<file path="config.mk">
export PLATFORM = sky130hd
export DESIGN_NAME = capture_ctrl
export DESIGN_NICKNAME = d
export VERILOG_FILES = /design/src/rtl/la_pkg.sv /design/src/rtl/smpl_addr_ctr.sv /design/src/rtl/capture_ctrl.sv
export SDC_FILE = /design/constraint.sdc
export NUM_CORES = 1
export LEC_CHECK = 0
export ABC_AREA = 1
export CORE_MARGIN = 5
export CORE_UTILIZATION = 55
export DETAILED_ROUTE_END_ITERATION = 12
export PLACE_DENSITY = 0.85
export SLEW_MARGIN = 10
export SYNTH_ARGS = -nofsm -noshare
export SYNTH_HDL_FRONTEND = slang
export SYNTH_SLANG_ARGS = --single-unit
</file>
<file path="constraint.sdc">
create_clock -name clk -period 3.1 [get_ports clk]
set_input_delay 0.62 -clock clk [delete_from_list [all_inputs] [get_ports clk]]
set_output_delay 0.62 -clock clk [all_outputs]
set_load 0.02 [all_outputs]
</file>
<file path="src/rtl/la_pkg.sv">
// Shared definitions for the logic-analyser capture path.
//   cap_state_t : capture sequencer states
//   NUM_CH      : number of per-channel trigger stages feeding the controller
package la_pkg;

    localparam int NUM_CH = 5;

    typedef enum logic [2:0] {
        IDLE,
        PRE,
        ARMED,
        POST,
        DONE
    } cap_state_t;

endpackage

</file>
<file path="src/rtl/smpl_addr_ctr.sv">
// Wrap-around sample RAM write-address counter.
//   clk   : system clock
//   rst_n : asynchronous active-low reset, clears the address to 0
//   inc   : advance the address by one this cycle
//   addr  : current write address, wraps modulo 2**ADDR_W
module smpl_addr_ctr #(
    parameter int ADDR_W = 9
) (
    input  logic              clk,
    input  logic              rst_n,
    input  logic              inc,
    output logic [ADDR_W-1:0] addr
);

    logic [ADDR_W-1:0] addr_reg;

    // Natural overflow of the ADDR_W-bit register gives the circular wrap.
    always_ff @(posedge clk or negedge rst_n) begin
        if (!rst_n) begin
            addr_reg <= '0;
        end else if (inc) begin
            addr_reg <= addr_reg + 1'b1;
        end
    end

    assign addr = addr_reg;

endmodule

</file>
<file path="src/rtl/capture_ctrl.sv">
// Sample-capture controller.
// Fills the circular sample RAM with pre-trigger history, arms the channel
// trigger stages, waits for the combined trigger, captures the post-trigger
// samples and reports the address of the final post-trigger write.
//   clk, rst_n   : clock, asynchronous active-low reset
//   start, abort : one-cycle control pulses (abort has priority)
//   wrt_smpl     : decimated sample strobe
//   trig_pos     : number of samples kept after the trigger (0 behaves as 1)
//   ch_trig      : per-channel trigger qualifiers (1 = satisfied/don't care)
//   prot_trig    : protocol trigger qualifier (1 = satisfied/don't care)
//   we, waddr    : sample RAM write enable / address
//   set_armed    : arms the channel stages; low clears their edge catchers
//   triggered    : trigger seen in the current capture
//   capture_done : capture complete (sticky until start/abort)
//   trig_addr    : address of the last post-trigger sample
module capture_ctrl
    import la_pkg::*;
#(
    parameter int ADDR_W = 9
) (
    input  logic              clk,
    input  logic              rst_n,
    input  logic              start,
    input  logic              abort,
    input  logic              wrt_smpl,
    input  logic [ADDR_W-1:0] trig_pos,
    input  logic [NUM_CH-1:0] ch_trig,
    input  logic              prot_trig,
    output logic              we,
    output logic [ADDR_W-1:0] waddr,
    output logic              set_armed,
    output logic              triggered,
    output logic              capture_done,
    output logic [ADDR_W-1:0] trig_addr
);

    // Counts are one bit wider than the address so DEPTH itself is representable.
    localparam logic [ADDR_W:0] DEPTH_C = {1'b1, {ADDR_W{1'b0}}};
    localparam logic [ADDR_W:0] ONE_C   = {{ADDR_W{1'b0}}, 1'b1};

    cap_state_t        state_reg,     state_next;
    logic [ADDR_W:0]   smpl_cnt_reg,  smpl_cnt_next;
    logic [ADDR_W:0]   post_cnt_reg,  post_cnt_next;
    logic              set_armed_reg, set_armed_next;
    logic              triggered_reg, triggered_next;
    logic              done_reg,      done_next;
    logic [ADDR_W-1:0] trig_addr_reg, trig_addr_next;

    logic [ADDR_W:0]   tp_eff;
    logic [ADDR_W:0]   pre_cnt;
    logic [ADDR_W:0]   smpl_cnt_inc;
    logic [ADDR_W:0]   post_cnt_inc;
    logic              trig_all;
    logic              capturing;

    // A zero trigger position still keeps one post-trigger sample so the
    // capture always terminates.
    assign tp_eff       = (trig_pos == '0) ? ONE_C : {1'b0, trig_pos};
    assign pre_cnt      = DEPTH_C - tp_eff;
    assign smpl_cnt_inc = smpl_cnt_reg + ONE_C;
    assign post_cnt_inc = post_cnt_reg + ONE_C;

    assign capturing = (state_reg == PRE) || (state_reg == ARMED) || (state_reg == POST);
    assign we        = wrt_smpl & capturing;

    // Gating with set_armed keeps a stale qualifier from firing before the
    // channel stages have actually been armed.
    assign trig_all = (&ch_trig) & prot_trig & set_armed_reg;

    smpl_addr_ctr #(
        .ADDR_W (ADDR_W)
    ) u_addr_ctr (
        .clk   (clk),
        .rst_n (rst_n),
        .inc   (we),
        .addr  (waddr)
    );

    always_ff @(posedge clk or negedge rst_n) begin
        if (!rst_n) begin
            state_reg     <= IDLE;
            smpl_cnt_reg  <= '0;
            post_cnt_reg  <= '0;
            set_armed_reg <= 1'b0;
            triggered_reg <= 1'b0;
            done_reg      <= 1'b0;
            trig_addr_reg <= '0;
        end else begin
            state_reg     <= state_next;
            smpl_cnt_reg  <= smpl_cnt_next;
            post_cnt_reg  <= post_cnt_next;
            set_armed_reg <= set_armed_next;
            triggered_reg <= triggered_next;
            done_reg      <= done_next;
            trig_addr_reg <= trig_addr_next;
        end
    end

    // Count compares use >= so a trig_pos change mid-capture can only change
    // the capture length, never strand the sequencer.
    always_comb begin
        state_next     = state_reg;
        smpl_cnt_next  = smpl_cnt_reg;
        post_cnt_next  = post_cnt_reg;
        set_armed_next = set_armed_reg;
        triggered_next = triggered_reg;
        done_next      = done_reg;
        trig_addr_next = trig_addr_reg;

        if (abort) begin
            state_next     = IDLE;
            set_armed_next = 1'b0;
            triggered_next = 1'b0;
            done_next      = 1'b0;
        end else begin
            case (state_reg)
                IDLE, DONE: begin
                    if (start) begin
                        state_next     = PRE;
                        smpl_cnt_next  = '0;
                        triggered_next = 1'b0;
                        done_next      = 1'b0;
                    end
                end
                PRE: begin
                    if (we) begin
                        smpl_cnt_next = smpl_cnt_inc;
                        if (smpl_cnt_inc >= pre_cnt) begin
                            state_next     = ARMED;
                            set_armed_next = 1'b1;
                        end
                    end
                end
                ARMED: begin
                    // A write in this same cycle belongs to the pre-trigger history.
                    if (trig_all) begin
                        triggered_next = 1'b1;
                        post_cnt_next  = '0;
                        state_next     = POST;
                    end
                end
                POST: begin
                    if (we) begin
                        post_cnt_next = post_cnt_inc;
                        if (post_cnt_inc >= tp_eff) begin
                            trig_addr_next = waddr;
                            done_next      = 1'b1;
                            set_armed_next = 1'b0;
                            state_next     = DONE;
                        end
                    end
                end
                default: begin
                    state_next = IDLE;
                end
            endcase
        end
    end

    assign set_armed    = set_armed_reg;
    assign triggered    = triggered_reg;
    assign capture_done = done_reg;
    assign trig_addr    = trig_addr_reg;

endmodule

</file>
After elaboration in Yosys (flattened, before gate mapping)
Cells that the tools add are included.
- register bits: 44
- bits of input ports: 20
- logic and storage cells: 79
- add/subtract/negate cells: 4
- order comparisons: 2
- eq/ne operators: 14
- mux-type cells: 29
- bitwise logic cells: 4
- reduce and logical (&&, ||, !) cells: 18
- operator list (kind ; count):
    $mux 10 ; 4
    $pmux 10 s2 ; 2
    $mux 3 ; 7
    $add 10x1->10 const B ; 2
    $reduce_and 4->1 ; 4
    $ne 3x3->1 const B ; 4
    $pmux 3 s4 ; 1
    $mux 1 ; 11
    $ge 10x10->1 ; 1
    $ge 10x9->1 ; 1
    $reduce_and 5->1 ; 2
    $sub 10x9->10 const A ; 1
    $add 9x1->9 const B ; 1
    $logic_not 9->1 ; 1
    $mux 9 ; 1
    $reduce_bool 3->1 ; 3
    $ne 2x2->1 const B ; 4
    $eq 3x2->1 const B ; 2
    $ne 3x2->1 const B ; 2
    $pmux 1 s2 ; 3
    $reduce_and 6->1 ; 1
    $reduce_bool 2->1 ; 2
    $and 1x1->1 ; 3
    $eq 3x1->1 const B ; 1
    6 further kinds ; 7

Depth between registers and ports, before layout
- depth after elaboration: 8
- mapped depth: 22

Cells and area by module
A second synthesis with hierarchy kept.
- cell total of the unflattened synthesis: 412
- area total of the unflattened synthesis: 3031.7 um^2
- modules (own cells, without submodules) (module ; times used ; cells an instance ; area each (um^2) ; sequential area each (um^2)):
    capture_ctrl ; 1 ; 358 ; 2572.5 ; 875.8
    smpl_addr_ctr ; 1 ; 54 ; 459.2 ; 225.2

Worst setup path before layout
Ideal clock, no wire load.
- kind: input -> register
- from: input port trig_pos[5]
- to: register state_reg[1]
- setup time: 0.117 ns
- data arrival time: 2.859 ns
- required time: 2.983 ns
- path slack: 0.124 ns
- stages on the path: 22
- buffers on the path: 0
- path through: inv_1 nand2_1 nor2_1 nand4_1 o21bai_1 inv_1 ha_1 nand2_1 nor2_1 nand3_1 nor3_1 xor2_1 ha_1 nand2_1 nor2_1 nand3_1 nand4_1 nor2_1 nor2_2 nand3_2 nand2_1 nand2_1
- cells in the longest elaborated chain, start to end: 6
- elaborated cells between the ends (all ways): 8
- RTL lines (element ; line ; text):
    start, declared ; capture_ctrl.sv:26 ; input logic [ADDR_W-1:0] trig_pos,
    $logic_not 9->1 ; capture_ctrl.sv:58 ; assign tp_eff = (trig_pos == '0) ? ONE_C : {1'b0, trig_pos};
    $mux 9 (*) ; capture_ctrl.sv:58 ;
    $sub 10x9->10 ; capture_ctrl.sv:59 ; assign pre_cnt = DEPTH_C - tp_eff;
    $ge 10x10->1 ; capture_ctrl.sv:128 ; if (smpl_cnt_inc >= pre_cnt) begin
    $ne 3x2->1 (no line) ; -- ;
    $reduce_and 6->1 (no line) (*) ; -- ;
    end signal, assigned ; capture_ctrl.sv:89 ; state_reg <= state_next;
    end, declared ; capture_ctrl.sv:41 ; cap_state_t state_reg, state_next;
Mark *: on every way between the ends. The rest lies on a longest branch, timed or not.
A chain may end at the register's enable or synchronous reset.

Worst setup path after layout
- from: input port trig_pos[0]
- to: register state_reg[2]
Same word-level chain as after synthesis.

==> results.tsv <==
stage	metric	value	unit
clocking	H-tree level count	2	
placement	IO Port Bufs	41	
power	Lkg Pwr	2.06	nW
sta	Tcrit/Tclk final	95.5	%
job	Max Cap Viol	0	
synth	main flop type after synthesis	dfrtp_1	
sta	Clock Skew	0.00450	ns
global_routing	GR Overflow Total	0	
route	Initial DRC Count	125	
clocking	hold-fix buffers at CTS	0	
synth	EDFF count, synth	0	
clocking	CTS tree	done	
cells_and_area	share of post-route cells with drive strength above 1	21.2	%
power	peak supply drop	455	uV
synth	Post-Syn Area per Cell	7.86	sq um
cells_and_area	Layout area overhead	25.1	%
global_routing	global-route wire length before repair	11.9	mm
route	DR pass1 iterations	4	
route	drc violations	0	
global_routing	largest net degree at the start of global routing	45	
global_routing	All-Layer GR Usage	19.9	%
synth	Yosys cell types	31	
synth	post-synth top area share	35.5	%
placement	dpl hpwl	5.32	mm
worst_setup_path	first element of the critical path	trig_pos[0]	
power	PwrDens	657	nW/um^2
synth	synthesized net count	438	
worst_setup_path	startpoint types	primary input	
sta	fmax	0.338	GHz
synth	Mapped Cells	395	
placement	GPL Wtd Cong	0.924	
worst_setup_path	worst r2r src	smpl_cnt_reg[0]	
synth	async set-reset flop share out of synthesis	100	%
worst_setup_path	CP arrival	3.20	ns
worst_setup_path	CP required	3.34	ns
cells_and_area	Post-layout nets	505	
floorplan	die area	7250	sq um
worst_setup_path	Setup Crit Path Kind	in2reg	
sta	Tightest Pin Transition	0.970	ns
sta	crit path time final	2.96	ns
clocking	CTS Buffer Depth	2	
status	status	finished, final reports clean	
floorplan	Die Ht	85.1	um
clocking	CTS sink count	44	
sta	Max Slew Vio Count	0	
power	PnR Total Power	2.55	mW
clocking	insertion delay to the later sink of the worst-skew pair	0.30	ns
worst_hold_path	worst hold path class	in2async	
route	vias per cell	5.20	
cells_and_area	final instance area	3880	sq um
synth	register area share after synthesis	35.5	%
floorplan	die width	85.1	um
worst_setup_path	CP Max Fanout	5	
synth	Seq cells post-synth	44	
synth	synth warn	0	
sta	Slew headroom	35.3	%
sta	Final Hold Vio Count	0	
route	DR vias	2782	
clocking	CTS root buf	clkbuf_8	
floorplan	area of the core	5510	sq um
worst_setup_path	Setup crit end kind	flop	
route	final WL	7.03	mm
sta	Final setup viols	0	
route	antenna viol nets, final	0	
route	post-DR wirelength/cell	13.1	um
synth	mapped cell area	3100	sq um
sta	setup TNS	0	ns
cells_and_area	Antenna diodes	0	
floorplan	site row count	27	
global_routing	vias in the first global route	2792	
floorplan	Starting Density	56.4	%
clocking	TritonCTS Buffers	5	
sta	final setup margin	0.141	ns
placement	Area after DPL	3680	sq um
clocking	clock-pin transition on the worst setup and hold timing paths	0.09	ns
synth	largest area contributor in the netlist	dfrtp_1	
global_routing	initial antenna violation count	0	
floorplan	I/O pin cnt	42	
cells_and_area	Final Util	70.5	%
synth	cells taking the most area after synthesis	dfrtp_1 35%, nand2_1 11%, ha_1 9.3%	
placement	pre-CTS setup slack	-0.431	ns
==> report_power, final <==
group	internal (mW)	switching, mW
clock	0.165	0.224
sequential	0.738	0.159
combinational	0.510	0.757
total	1.41	1.14
==> synth_stat cells, types with 7 or more instances <==
cell type and number:
o21ai_0 20, nor2_1 21, nand2_1 88, nand2_4 7
xor2_1 21, nor2_2 9, a21oi_1 9, nand4_1 9
inv_1 66, ha_1 23, nand3_1 26, dfrtp_1 44
==> cells in the final DEF, fill, tap and decap left out, drive strengths merged <==
cell type,n
nand2,100
inv,75
dfrtp,44
nor2,33
clkdlybuf4s50,32
nand3,31
o21ai,29
ha,23
buf,23
xor2,21
nand4,9
a21oi,9
nor3,7
o22ai,6
clkbuf,6
dlymetal6s2s,4
o21a,2
dlygate4sd2,2
o21bai,2
clkinv,1
a211oi,1
conb,1
clkinvlp,1
clkdlybuf4s15,1
==> worst max-delay path, stage by stage <==
cell and delay, ns:
clkdlybuf4s50_1 0.41, o21bai_4 0.18, inv_2 0.05, ha_2 0.16, nand2_1 0.06, nor2_2 0.11
nand3_2 0.10, nor3_2 0.21, xor2_1 0.18, ha_1 0.26, nand2_2 0.11, inv_2 0.05
a21oi_2 0.13, nand4_1 0.12, nor2_2 0.17, nor2_4 0.07, nand3_2 0.09, nand2_1 0.06
nand2_1 0.06
==> layout make-up <==
cell class	instances	area [sq um]
clock inverter	3	25.0
inverter	74	285
tap	72	90.1
multi-input combinational	274	1740
fill	437	1620
clock buffer	5	68.8
sequential	44	1100
timing repair buffer	63	573
==> kinds of logic (layout without fill, tap and decap cells) <==
kind of cell	count (synthesis)	after routing	share of synthesized area, %
XOR/XNOR	21	21	5.93
AO/OA/AOI/OAI	49	49	9.43
other	1	1	0.121
AND/OR/NAND/NOR	180	180	29.2
adder cells (fa/ha/maj)	23	23	9.27
buffers and inverters	77	145	10.6
flip-flops	44	44	35.5
==> per-stage QoR <==
step,cells,hold WS (ns)
after global routing,535,0.538
after floorplan,395,0.324
final,535,0.451
after CTS,535,0.498
after global placement,522,0.466
after detailed placement,522,0.472
==> per-layer routing <==
metal	wire, um	GRT usage, %
met5	0	0
met4	121	6.33
met3	406	5.15
met2	3440	33.4
met1	3060	25.0
==> final timing paths <==
check	end	slack (ns)	cells after the start
max	state_reg[2]	0.14	19
min	post_cnt_reg[8]	0.45	1
max reg2reg	state_reg[2]	0.51	16
min reg2reg	trig_addr[0]	0.50	2
max in group asynchronous	smpl_cnt_reg[1]	2.03	1
min in group clk	trig_addr[0]	0.50	2
==> timing repair <==
| action | CTS | global route |
|---|---|---|
| setup buffers | 5 | 0 |
| pin swaps | 11 | 16 |
| resized for setup | 11 | 23 |
| endpoints found under the setup margin | 4 | 4 |
No activity file was read; power rests on OpenSTA's default activity.
